`config.mk`:
```
export PLATFORM = sky130hd
export DESIGN_NAME = led_blink_scheduler
export DESIGN_NICKNAME = d
export VERILOG_FILES = /design/src/rtl/led_blink_scheduler_pkg.sv /design/src/rtl/led_blink_scheduler_rr_arbiter.sv /design/src/rtl/led_blink_scheduler.sv
export VERILOG_INCLUDE_DIRS = /design/src /design/src/rtl
export SDC_FILE = /design/constraint.sdc
export NUM_CORES = 1
export LEC_CHECK = 0
export ABC_AREA = 1
export CORE_ASPECT_RATIO = 0.5
export CORE_MARGIN = 5
export CORE_UTILIZATION = 50
export DETAILED_ROUTE_END_ITERATION = 8
export HOLD_SLACK_MARGIN = 0.03
export PLACE_DENSITY = 0.71
export SLEW_MARGIN = 20
export SYNTH_ARGS = -nofsm -noshare
export SYNTH_HDL_FRONTEND = slang
export SYNTH_SLANG_ARGS = --single-unit
export TNS_END_PERCENT = 10
```
`constraint.sdc`:
```
create_clock -name clk -period 3.3 [get_ports clk]
set_clock_uncertainty 0.2 [all_clocks]
set_input_delay 0.66 -clock clk [delete_from_list [all_inputs] [get_ports clk]]
set_output_delay 0.66 -clock clk [all_outputs]
set_load 0.01 [all_outputs]
```
`src/rtl/led_sched_defs.vh`:
```
// FSM state encodings and blink-code width shared by the LED scheduler files.
`ifndef LED_SCHED_DEFS_VH
`define LED_SCHED_DEFS_VH
localparam logic [1:0] ST_IDLE = 2'd0;
localparam logic [1:0] ST_ON   = 2'd1;
localparam logic [1:0] ST_OFF  = 2'd2;
localparam logic [1:0] ST_GAP  = 2'd3;
localparam int         CODE_W  = 4;
`endif

```
`src/rtl/led_blink_scheduler_pkg.sv`:
```
// Shared widths, state encodings and helpers for the status-LED blink scheduler.
package led_blink_scheduler_pkg;
  `include "led_sched_defs.vh"

  localparam int PRESC_W = 26;
  localparam int PHASE_W = 8;
  localparam int ID_W    = 2;
  localparam int NUM_REQ = 4;

  function automatic logic [NUM_REQ-1:0] id_onehot(input logic [ID_W-1:0] id);
    return NUM_REQ'(1) << id;
  endfunction
endpackage

```
`src/rtl/led_blink_scheduler_rr_arbiter.sv`:
```
// Combinational 4-way round-robin arbiter: highest priority is last_grant+1,
// wrapping, so last_grant itself is considered last.
module rr_arbiter
  import led_blink_scheduler_pkg::*;
(
  input  logic [NUM_REQ-1:0] req_eligible,
  input  logic [ID_W-1:0]    last_grant,
  output logic               grant_valid,
  output logic [ID_W-1:0]    grant_id
);

  logic [ID_W-1:0] cand;

  // Scan from lowest to highest priority so the last hit wins.
  always_comb begin
    grant_valid = 1'b0;
    grant_id    = last_grant;
    cand        = last_grant;
    for (int k = NUM_REQ; k >= 1; k--) begin
      cand = last_grant + ID_W'(k);
      if (req_eligible[cand]) begin
        grant_valid = 1'b1;
        grant_id    = cand;
      end
    end
  end

endmodule

```
`src/rtl/led_blink_scheduler.sv`:
```
// Shares one status LED among four requesters: round-robin grant in idle, then
// plays the latched blink code as ON/OFF pulses on a prescaled tick, a gap, and an ack.
module led_blink_scheduler
  import led_blink_scheduler_pkg::*;
#(
  parameter int TICK_DIV  = 4000000,
  parameter int ON_TICKS  = 3,
  parameter int OFF_TICKS = 3,
  parameter int GAP_TICKS = 10,
  parameter int NREQ      = 4
) (
  input  logic                   clk,
  input  logic                   rst_n,
  input  logic [NREQ-1:0]        req,
  input  logic [CODE_W*NREQ-1:0] code,
  output logic [NREQ-1:0]        ack,
  output logic                   busy,
  output logic [1:0]             cur_id,
  output logic                   led
);

  localparam logic [PRESC_W-1:0] TICK_LAST = PRESC_W'(TICK_DIV - 1);
  localparam logic [PHASE_W-1:0] ON_LAST   = PHASE_W'(ON_TICKS - 1);
  localparam logic [PHASE_W-1:0] OFF_LAST  = PHASE_W'(OFF_TICKS - 1);
  localparam logic [PHASE_W-1:0] GAP_LAST  = PHASE_W'(GAP_TICKS - 1);

  logic [1:0]         state;
  logic [ID_W-1:0]    last_grant;
  logic [PRESC_W-1:0] presc;
  logic [PHASE_W-1:0] phase;
  logic [CODE_W-1:0]  pulses_left;
  logic               tick;

  logic [NREQ-1:0]    req_eligible;
  logic               grant_valid;
  logic [ID_W-1:0]    grant_id;
  logic [CODE_W-1:0]  code_sel;

  // A requester being acked this cycle must not be regranted in the same cycle.
  assign req_eligible = req & ~ack;
  assign code_sel     = code[CODE_W*grant_id +: CODE_W];
  assign tick         = (presc == TICK_LAST);

  rr_arbiter u_arb (
    .req_eligible (req_eligible),
    .last_grant   (last_grant),
    .grant_valid  (grant_valid),
    .grant_id     (grant_id)
  );

  always_ff @(posedge clk) begin
    if (!rst_n) begin
      state       <= ST_IDLE;
      last_grant  <= ID_W'(NREQ - 1);
      cur_id      <= '0;
      presc       <= '0;
      phase       <= '0;
      pulses_left <= '0;
      led         <= 1'b0;
      ack         <= '0;
      busy        <= 1'b0;
    end else begin
      ack <= '0;
      if (state != ST_IDLE) begin
        presc <= tick ? '0 : presc + 1'b1;
      end

      case (state)
        ST_IDLE: begin
          busy <= grant_valid;
          if (grant_valid) begin
            cur_id      <= grant_id;
            last_grant  <= grant_id;
            presc       <= '0;
            phase       <= '0;
            pulses_left <= code_sel;
            if (code_sel != '0) begin
              state <= ST_ON;
              led   <= 1'b1;
            end else begin
              ack <= id_onehot(grant_id);
            end
          end
        end

        ST_ON: begin
          if (tick) begin
            if (phase == ON_LAST) begin
              phase <= '0;
              led   <= 1'b0;
              if (pulses_left == CODE_W'(1)) begin
                state <= ST_GAP;
              end else begin
                pulses_left <= pulses_left - 1'b1;
                state       <= ST_OFF;
              end
            end else begin
              phase <= phase + 1'b1;
            end
          end
        end

        ST_OFF: begin
          if (tick) begin
            if (phase == OFF_LAST) begin
              phase <= '0;
              led   <= 1'b1;
              state <= ST_ON;
            end else begin
              phase <= phase + 1'b1;
            end
          end
        end

        ST_GAP: begin
          // busy stays high through the ack cycle that follows.
          if (tick) begin
            if (phase == GAP_LAST) begin
              phase <= '0;
              state <= ST_IDLE;
              ack   <= id_onehot(cur_id);
            end else begin
              phase <= phase + 1'b1;
            end
          end
        end

        default: state <= ST_IDLE;
      endcase
    end
  end

endmodule
```
==> results of run 1 <==
==> flip-flops by register name, indices dropped and copies added (netlist names) <==
name and count:
pulses_left 4, busy 1, led 1, phase 8, state 2, ack 4
last_grant 2, cur_id 2, presc 26
==> worst register-to-register path, cell delays in order, from the launching register on <==
cell and delay [ns]:
sky130_fd_sc_hd__dfxtp_1 0.37, sky130_fd_sc_hd__inv_1 0.10, sky130_fd_sc_hd__ha_1 0.36, sky130_fd_sc_hd__nor3_1 0.32, sky130_fd_sc_hd__nand4_1 0.14, sky130_fd_sc_hd__nor3_1 0.24
sky130_fd_sc_hd__nand3_1 0.14, sky130_fd_sc_hd__nor2_1 0.27, sky130_fd_sc_hd__nand2_1 0.11, sky130_fd_sc_hd__inv_1 0.10, sky130_fd_sc_hd__nand2_1 0.05, sky130_fd_sc_hd__nor3b_1 0.13
==> area by class of cell <==
cell class,instances,share of cell area [%]
sequential,50,27.2
timing repair buffer,33,8.70
inverter,71,7.31
clock buffer,6,3.50
clock inverter,2,1.02
tap,88,2.99
multi-input combinational,332,49.3
==> per-stage QoR <==
stage	cells	hold WS [ns]	total power (µW)	util [%]
after global placement	574	0.274	2410	58.0
after CTS	582	0.285	3020	60.8
after detailed placement	574	0.273	2420	58.0
final	582	0.283	2990	60.8
after global routing	582	0.336	3300	60.8
after floorplan	460	0.255	2050	-
==> kinds of logic after synthesis <==
| logic type | after synthesis |
|---|---|
| AO/OA/AOI/OAI | 55 |
| XOR/XNOR | 10 |
| adder cells (fa/ha/maj) | 11 |
| buffers and inverters | 78 |
| flip-flops | 50 |
| AND/OR/NAND/NOR | 256 |
==> cell usage in the layout, fill, tap and decap left out, drive strengths merged, types with 7 or more instances in the layout <==
cell | netlist | final
nor2 | 60 | 60
a21oi | 20 | 20
nand3 | 43 | 43
nor4 | 7 | 7
inv | 69 | 69
dfxtp | 50 | 50
nand2 | 99 | 99
a211oi | 9 | 9
nor3 | 18 | 18
nand4 | 15 | 15
o21ai | 10 | 10
clkdlybuf4s50 | 0 | 29
ha | 11 | 11
xor2 | 9 | 9
==> metal layers <==
metal  global-route usage (%)  wire [µm]  up-vias
met5                        0          0        -
met4                     4.61         61        0
met3                     4.27        417        4
met2                     32.1       2990       63
met1                     24.2       3540     1324
li1                         -          -     1594
==> where the power goes <==
part | leakage [µW] | total, µW | internal (µW) | switching [µW]
registers | 0.000406 | 759 | 682 | 76.6
logic | 0.000949 | 1650 | 578 | 1080
clock network | 0.0000771 | 580 | 358 | 222
total | 0.00143 | 2990 | 1620 | 1380
==> final timing paths <==
path,end,slack [ns],cells after the start
worst max-delay path,state[0],0.56,18
worst min register to register,phase[4],0.28,2
worst min-delay path,phase[4],0.28,2
worst max register to register,presc[21],0.67,11
==> flow_metrics.py, run 1 <==
metrics = {
    "routing": {
        "via_count": 2985,
        "totalWireLength_um": 7010,
        "post_drt_wl_per_cell_um": 12.0,
        "drt-pass1-iter-count": 4,
        "viasPerCell": 5.13,
        "dr.first_iter.drc_count": 149,
        "drcViolationCount": 0,
        "route.antenna.remaining_nets": 0,
    },
    "cts": {
        "tritoncts_clock_tree": "done",
        "cts-root-to-sink-buffers": 2,
        "clkSlewWorstSetupHoldPaths_ns": 0.06,
        "cts_resized": 0,
        "h_tree_lvls": 2,
        "post_cts.repair.setup_buffers": 0,
        "cts.hold.buffers_added": 0,
        "clock_latency_ns": 0.29,
        "clk_root_buffer_cell": "sky130_fd_sc_hd__clkbuf_16",
        "clock_sinks": 50,
        "cts_buffers": 5,
    },
    "worst_setup_path": {
        "critical_path_class": "in2reg",
        "crit_path_top_delay_cell": "sky130_fd_sc_hd__clkdlybuf4s50_1",
        "regToRegStartpoint": "state[0]",
        "worstPathCellList": "clkdlybuf4s50_1 > nand3_1 > nand2_1 > nand2_1 > nand2_1 > inv_2 > nand2_2 > nand3_2 > nand3_1 > nand2_1 > nand2_1 > nand2_1 > nor2_1 > nand3_2 > nand3_1 > nand2_1 > inv_2 > nor2_1",
        "worst_ep_arrival_time_ns": 2.73,
        "critPathBufInv": 3,
        "worst_path_largest_cell_delay_ns": 0.50,
        "setup.worst_path.start_class": "primary input",
        "crit_fanout": 6,
        "dominant_delay_contributor_by_cell_family_on_the_critical_path": "simple AND/OR/NAND/NOR gates",
        "cp-end-kind": "flip-flop",
        "cp_data_required_time_ns": 3.29,
        "worstSetupStartpoint": "req[3]",
        "timing.critical_path.mode_cell": "sky130_fd_sc_hd__nand2_1",
    },
    "logic_synthesis": {
        "synth_xor_xnor_area_share_pct": 3.05,
        "synth.avg_cell_area_um2": 6.77,
        "net_count_after_synthesis": 493,
        "combinational_family_with_the_most_area_after_synthesis": "simple AND/OR/NAND/NOR gates",
        "synth_top_cells_by_count": "sky130_fd_sc_hd__nand2_1 (90), sky130_fd_sc_hd__inv_1 (60), sky130_fd_sc_hd__nor2_1 (54), sky130_fd_sc_hd__dfxtp_1 (50), sky130_fd_sc_hd__nand3_1 (39)",
        "synth-edff-count": 0,
        "ys.flop_type": "sky130_fd_sc_hd__dfxtp_1",
        "postSynthCellCount": 460,
        "synth_compound_area_share_pct": 11.1,
        "adder_and_majority_cell_fraction_of_the_synthesized_area_pct": 4.42,
        "synth_seq_cells": 50,
        "simple_gate_portion_of_the_synthesized_area_pct": 39.5,
        "synth_cell_types": 44,
        "yosys-mux-area-fraction_pct": 0,
        "synth_area_leader_cell": "sky130_fd_sc_hd__dfxtp_1",
        "yosysSeqAreaShare_pct": 32.2,
        "synthesis.area_mm2": 0.00311,
        "yosys.cell_count.top_type": "sky130_fd_sc_hd__nand2_1",
        "ys_warn_count": 0,
        "synth_top_cells_by_area": "sky130_fd_sc_hd__dfxtp_1 (32%), sky130_fd_sc_hd__nand2_1 (11%), sky130_fd_sc_hd__inv_1 (7.2%), sky130_fd_sc_hd__nor2_1 (6.5%), sky130_fd_sc_hd__nand3_1 (6.3%)",
        "yosysTopAreaCellShare_pct": 32.2,
        "synthArstFlopShare_pct": 0,
    },
    "timing": {
        "rsz_0062_raised_after_global_routing": "false",
        "max-slew-margin-rel_pct": 67.0,
        "timing.fmax_mhz": 364,
        "timing_max_transition_violations_final": 0,
        "post-route-min-period_ns": 2.74,
        "timing.final.ws_setup_ns": 0.556,
        "hold_viol": 0,
        "fin_tns_setup_ns": 0,
        "worst_slew_pin_slew_ns": 0.491,
        "final.period_utilization_pct": 83.2,
        "finalSetupViolations": 0,
    },
    "power": {
        "power.ir.vdd_worst_mv": 0.296,
        "power.density_cell_area_mw_per_mm2": 813,
        "power.static_leakage_uw": 0.00143,
    },
    "die": {
        "die_area_mm2": 0.00800,
        "initial_core_util_pct": 51.4,
        "io-pin-count": 30,
        "core_area_mm2": 0.00606,
        "dieWidth_um": 122,
        "dieHeight_um": 65.8,
        "std_cell_rows": 20,
    },
    "hold_path": {
        "min_path_type": "reg2reg",
        "hold_path.startpoint": "phase[4]",
    },
    "layout": {
        "design_area_mm2": 0.00368,
        "finalNetCount": 526,
        "regArea_mm2": 0.00100,
        "insertedDiodeCount": 0,
        "multi_input_area_mm2": 0.00181,
        "drive_gt1_share_pct": 10.1,
        "syn_to_final_growth_pct": 18.2,
        "fill_cells": 588,
    },
    "global_route": {
        "antenna_violations_before_repair": 0,
        "via_count_of_the_first_global_routing_pass": 2836,
        "largest_net_degree_at_the_start_of_global_routing": 16,
        "grtUsageTotal_pct": 18.8,
        "grt.overflow.total": 0,
        "grt_pass1_wl_um": 12300,
    },
    "place": {
        "gpl.final_weighted_congestion": 0.886,
        "place.detailed.hpwl_um": 5260,
        "dpl_worst_slack_ns": 0.255,
        "portBuffers": 29,
        "post_dp_cell_area_mm2": 0.00351,
    },
    "outcome": {
        "run_status": "finished, final reports clean",
    },
    "job": {
        "drv.max_cap_violation_count": 0,
    },
}
Power figures use the tool's default switching activity.
==> run 2: changes to the inputs <==
PLACE_DENSITY = 0.74   (was 0.71)
clock period = 2.4 ns   (was 3.3 ns; I/O delays follow)
==> run 2 against run 1 <==
Flip-flop and latch count did not move. Clock-buffer cell count rose by 1. Setup slack got worse by 0.46 ns. Combinational power rose by 100%. Global-route usage rose by 1.5 points. Via count rose by 11%. Sequential share of layout area fell by 3.0 points.
==> flow_metrics.py, run 2 (synthesis results as in run 1) <==
metrics = {
    "outcome": {
        "run_status": "finished, final reports clean",
    },
    "layout": {
        "regArea_mm2": 0.00101,
        "layout_commonest_cell": "sky130_fd_sc_hd__nand2_1",
        "finalNetCount": 570,
        "largestRegisters": "presc: 26 flops, phase: 8 flops",
        "fill_cells": 501,
        "syn_to_final_growth_pct": 34.5,
        "max_reg_flops": 26,
        "stdcell_count": 626,
        "largest-register": "presc",
        "multi_input_area_mm2": 0.00198,
        "drive_gt1_share_pct": 24.0,
        "insertedDiodeCount": 0,
        "most-common-layout-cells": "sky130_fd_sc_hd__nand2_1 (84), sky130_fd_sc_hd__inv_1 (58), sky130_fd_sc_hd__nor2_1 (47), sky130_fd_sc_hd__buf_4 (47), sky130_fd_sc_hd__dfxtp_1 (45)",
    },
    "global_route": {
        "largest_net_degree_at_the_start_of_global_routing": 15,
        "antenna_violations_before_repair": 0,
        "grt.overflow.total": 0,
        "grtUsageTotal_pct": 20.3,
        "grt_pass1_wl_um": 13400,
        "via_count_of_the_first_global_routing_pass": 3134,
    },
    "cts": {
        "cts_buffers": 5,
        "h_tree_lvls": 2,
        "clkSlewWorstSetupHoldPaths_ns": 0.06,
        "cts.hold.buffers_added": 0,
        "tritoncts_clock_tree": "done",
        "clock_sinks": 50,
        "cts-root-to-sink-buffers": 2,
        "clock_latency_ns": 0.29,
        "clk_root_buffer_cell": "sky130_fd_sc_hd__clkbuf_16",
    },
    "worst_setup_path": {
        "crit_fanout": 9,
        "setup.worst_path.start_class": "flip-flop",
        "worst_path_largest_cell_delay_ns": 0.33,
        "critPathBufInv": 3,
        "cp_data_required_time_ns": 2.38,
        "crit_path_top_delay_cell": "sky130_fd_sc_hd__dfxtp_1",
        "worstPathCellList": "inv_1 > buf_4 > ha_1 > clkinvlp_4 > a211oi_1 > nand3_2 > a21oi_1 > o21a_1 > a211oi_2",
        "cp-end-kind": "flip-flop",
        "dominant_delay_contributor_by_cell_family_on_the_critical_path": "compound AO/OA/AOI/OAI gates",
        "worst_ep_arrival_time_ns": 2.28,
        "critical_path_class": "reg2reg",
    },
    "timing": {
        "finalSetupViolations": 0,
        "hold_viol": 0,
        "rsz_0062_raised_after_global_routing": "true",
        "post-route-min-period_ns": 2.30,
        "fin_tns_setup_ns": 0,
        "final.period_utilization_pct": 96.0,
        "fin_hold_ws_ns": 0.282,
        "timing.final.ws_setup_ns": 0.0972,
        "worst_slew_pin_slew_ns": 0.467,
        "timing_max_transition_violations_final": 0,
        "timing.fmax_mhz": 434,
        "max-slew-margin-rel_pct": 68.6,
    },
    "power": {
        "p_switching_uw": 2260,
        "power_frac_seq_pct": 20.5,
        "sw_frac_of_total_pct": 43.8,
        "power_frac_clock_pct": 15.3,
        "power_report.internal_total_uw": 2900,
        "power.density_cell_area_mw_per_mm2": 1230,
        "power.ir.vdd_worst_mv": 0.557,
        "power.static_leakage_uw": 0.00169,
        "power.share.combinational_pct": 64.2,
        "post-layout-total-power_uw": 5160,
    },
    "place": {
        "portBuffers": 29,
        "place.detailed.hpwl_um": 5710,
        "dpl_worst_slack_ns": -0.393,
        "numPlacedInstances": 611,
        "gpl.final_weighted_congestion": 0.922,
    },
    "die": {
        "die_area_mm2": 0.00800,
        "io-pin-count": 30,
        "std_cell_rows": 20,
        "core_area_mm2": 0.00606,
        "dieWidth_um": 122,
        "initial_core_util_pct": 51.4,
        "dieHeight_um": 65.8,
    },
    "routing": {
        "drt-pass1-iter-count": 5,
        "viasPerCell": 5.27,
        "post_drt_wl_per_cell_um": 12.5,
        "dr.first_iter.drc_count": 179,
        "route.antenna.remaining_nets": 0,
        "totalWireLength_um": 7800,
        "via_count": 3301,
        "drcViolationCount": 0,
    },
    "hold_path": {
        "min_path_type": "reg2reg",
    },
    "job": {
        "drv.max_cap_violation_count": 0,
    },
}
## run 2: cell count changes in the layout (fill, tap and decap cells not counted), sizes merged
| cell | delta |
|---|---|
| dlygate4sd2 | +4 |
| buf | +44 |
| clkbuf | +1 |
| clkinv | -1 |
| clkdlybuf4s50 | -4 |
## run 2: worst reg2reg max path, stage by stage (launching register included)
cell and delay (ns):
sky130_fd_sc_hd__dfxtp_1 0.33, sky130_fd_sc_hd__inv_1 0.08, sky130_fd_sc_hd__buf_4 0.12, sky130_fd_sc_hd__ha_1 0.27, sky130_fd_sc_hd__clkinvlp_4 0.23, sky130_fd_sc_hd__a211oi_1 0.31
sky130_fd_sc_hd__nand3_2 0.22, sky130_fd_sc_hd__a21oi_1 0.22, sky130_fd_sc_hd__o21a_1 0.17, sky130_fd_sc_hd__a211oi_2 0.03
## run 2: final timing paths
path | startpoint | to | slack [ns] | depth (start not counted)
worst max-delay path | state[1] | pulses_left[0] | 0.1 | 9
worst min-delay path | phase[4] | phase[4] | 0.28 | 2
worst max register to register | state[1] | pulses_left[0] | 0.1 | 9
worst min register to register | phase[4] | phase[4] | 0.28 | 2
## run 2: what timing repair did
action	CTS	global route
gates resized for setup	19	36
setup endpoints to repair	8	33
pin swaps	19	9
buffers inserted	4	3
## run 2: metal layers
metal	GRT usage [%]	wire length [µm]	vias up
li1	-	-	1673
met1	26.3	3660	1513
met2	34.7	3570	105
met3	4.02	488	10
met4	5.59	89	0
met5	0	0	-
## run 2: stage by stage
stage | utilization (%) | area, µm²
detailed placement | 62.6 | 3790
floorplan | - | 3110
global route | 69.2 | 4190
global placement | 62.6 | 3790
finish | 69.2 | 4190
CTS | 66.7 | 4040
## run 2: final cells by class
type / count / area share, %
clock buffer: 7 / 3.17
clock inverter: 1 / 0.717
tap: 88 / 2.63
timing repair buffer: 77 / 15.5
inverter: 71 / 6.57
sequential: 50 / 24.2
multi-input combinational: 332 / 47.2
## run 2: power groups by stage
| stage | Sequential [µW] | Combinational [µW] | Clock, µW |
|---|---|---|---|
| finish | 1060 | 3310 | 791 |
| CTS | 1040 | 3180 | 806 |
| global placement | 1050 | 2810 | 0 |
| detailed placement | 1050 | 2870 | 0 |
| floorplan | 1040 | 1780 | 0 |
| global route | 1070 | 3670 | 854 |
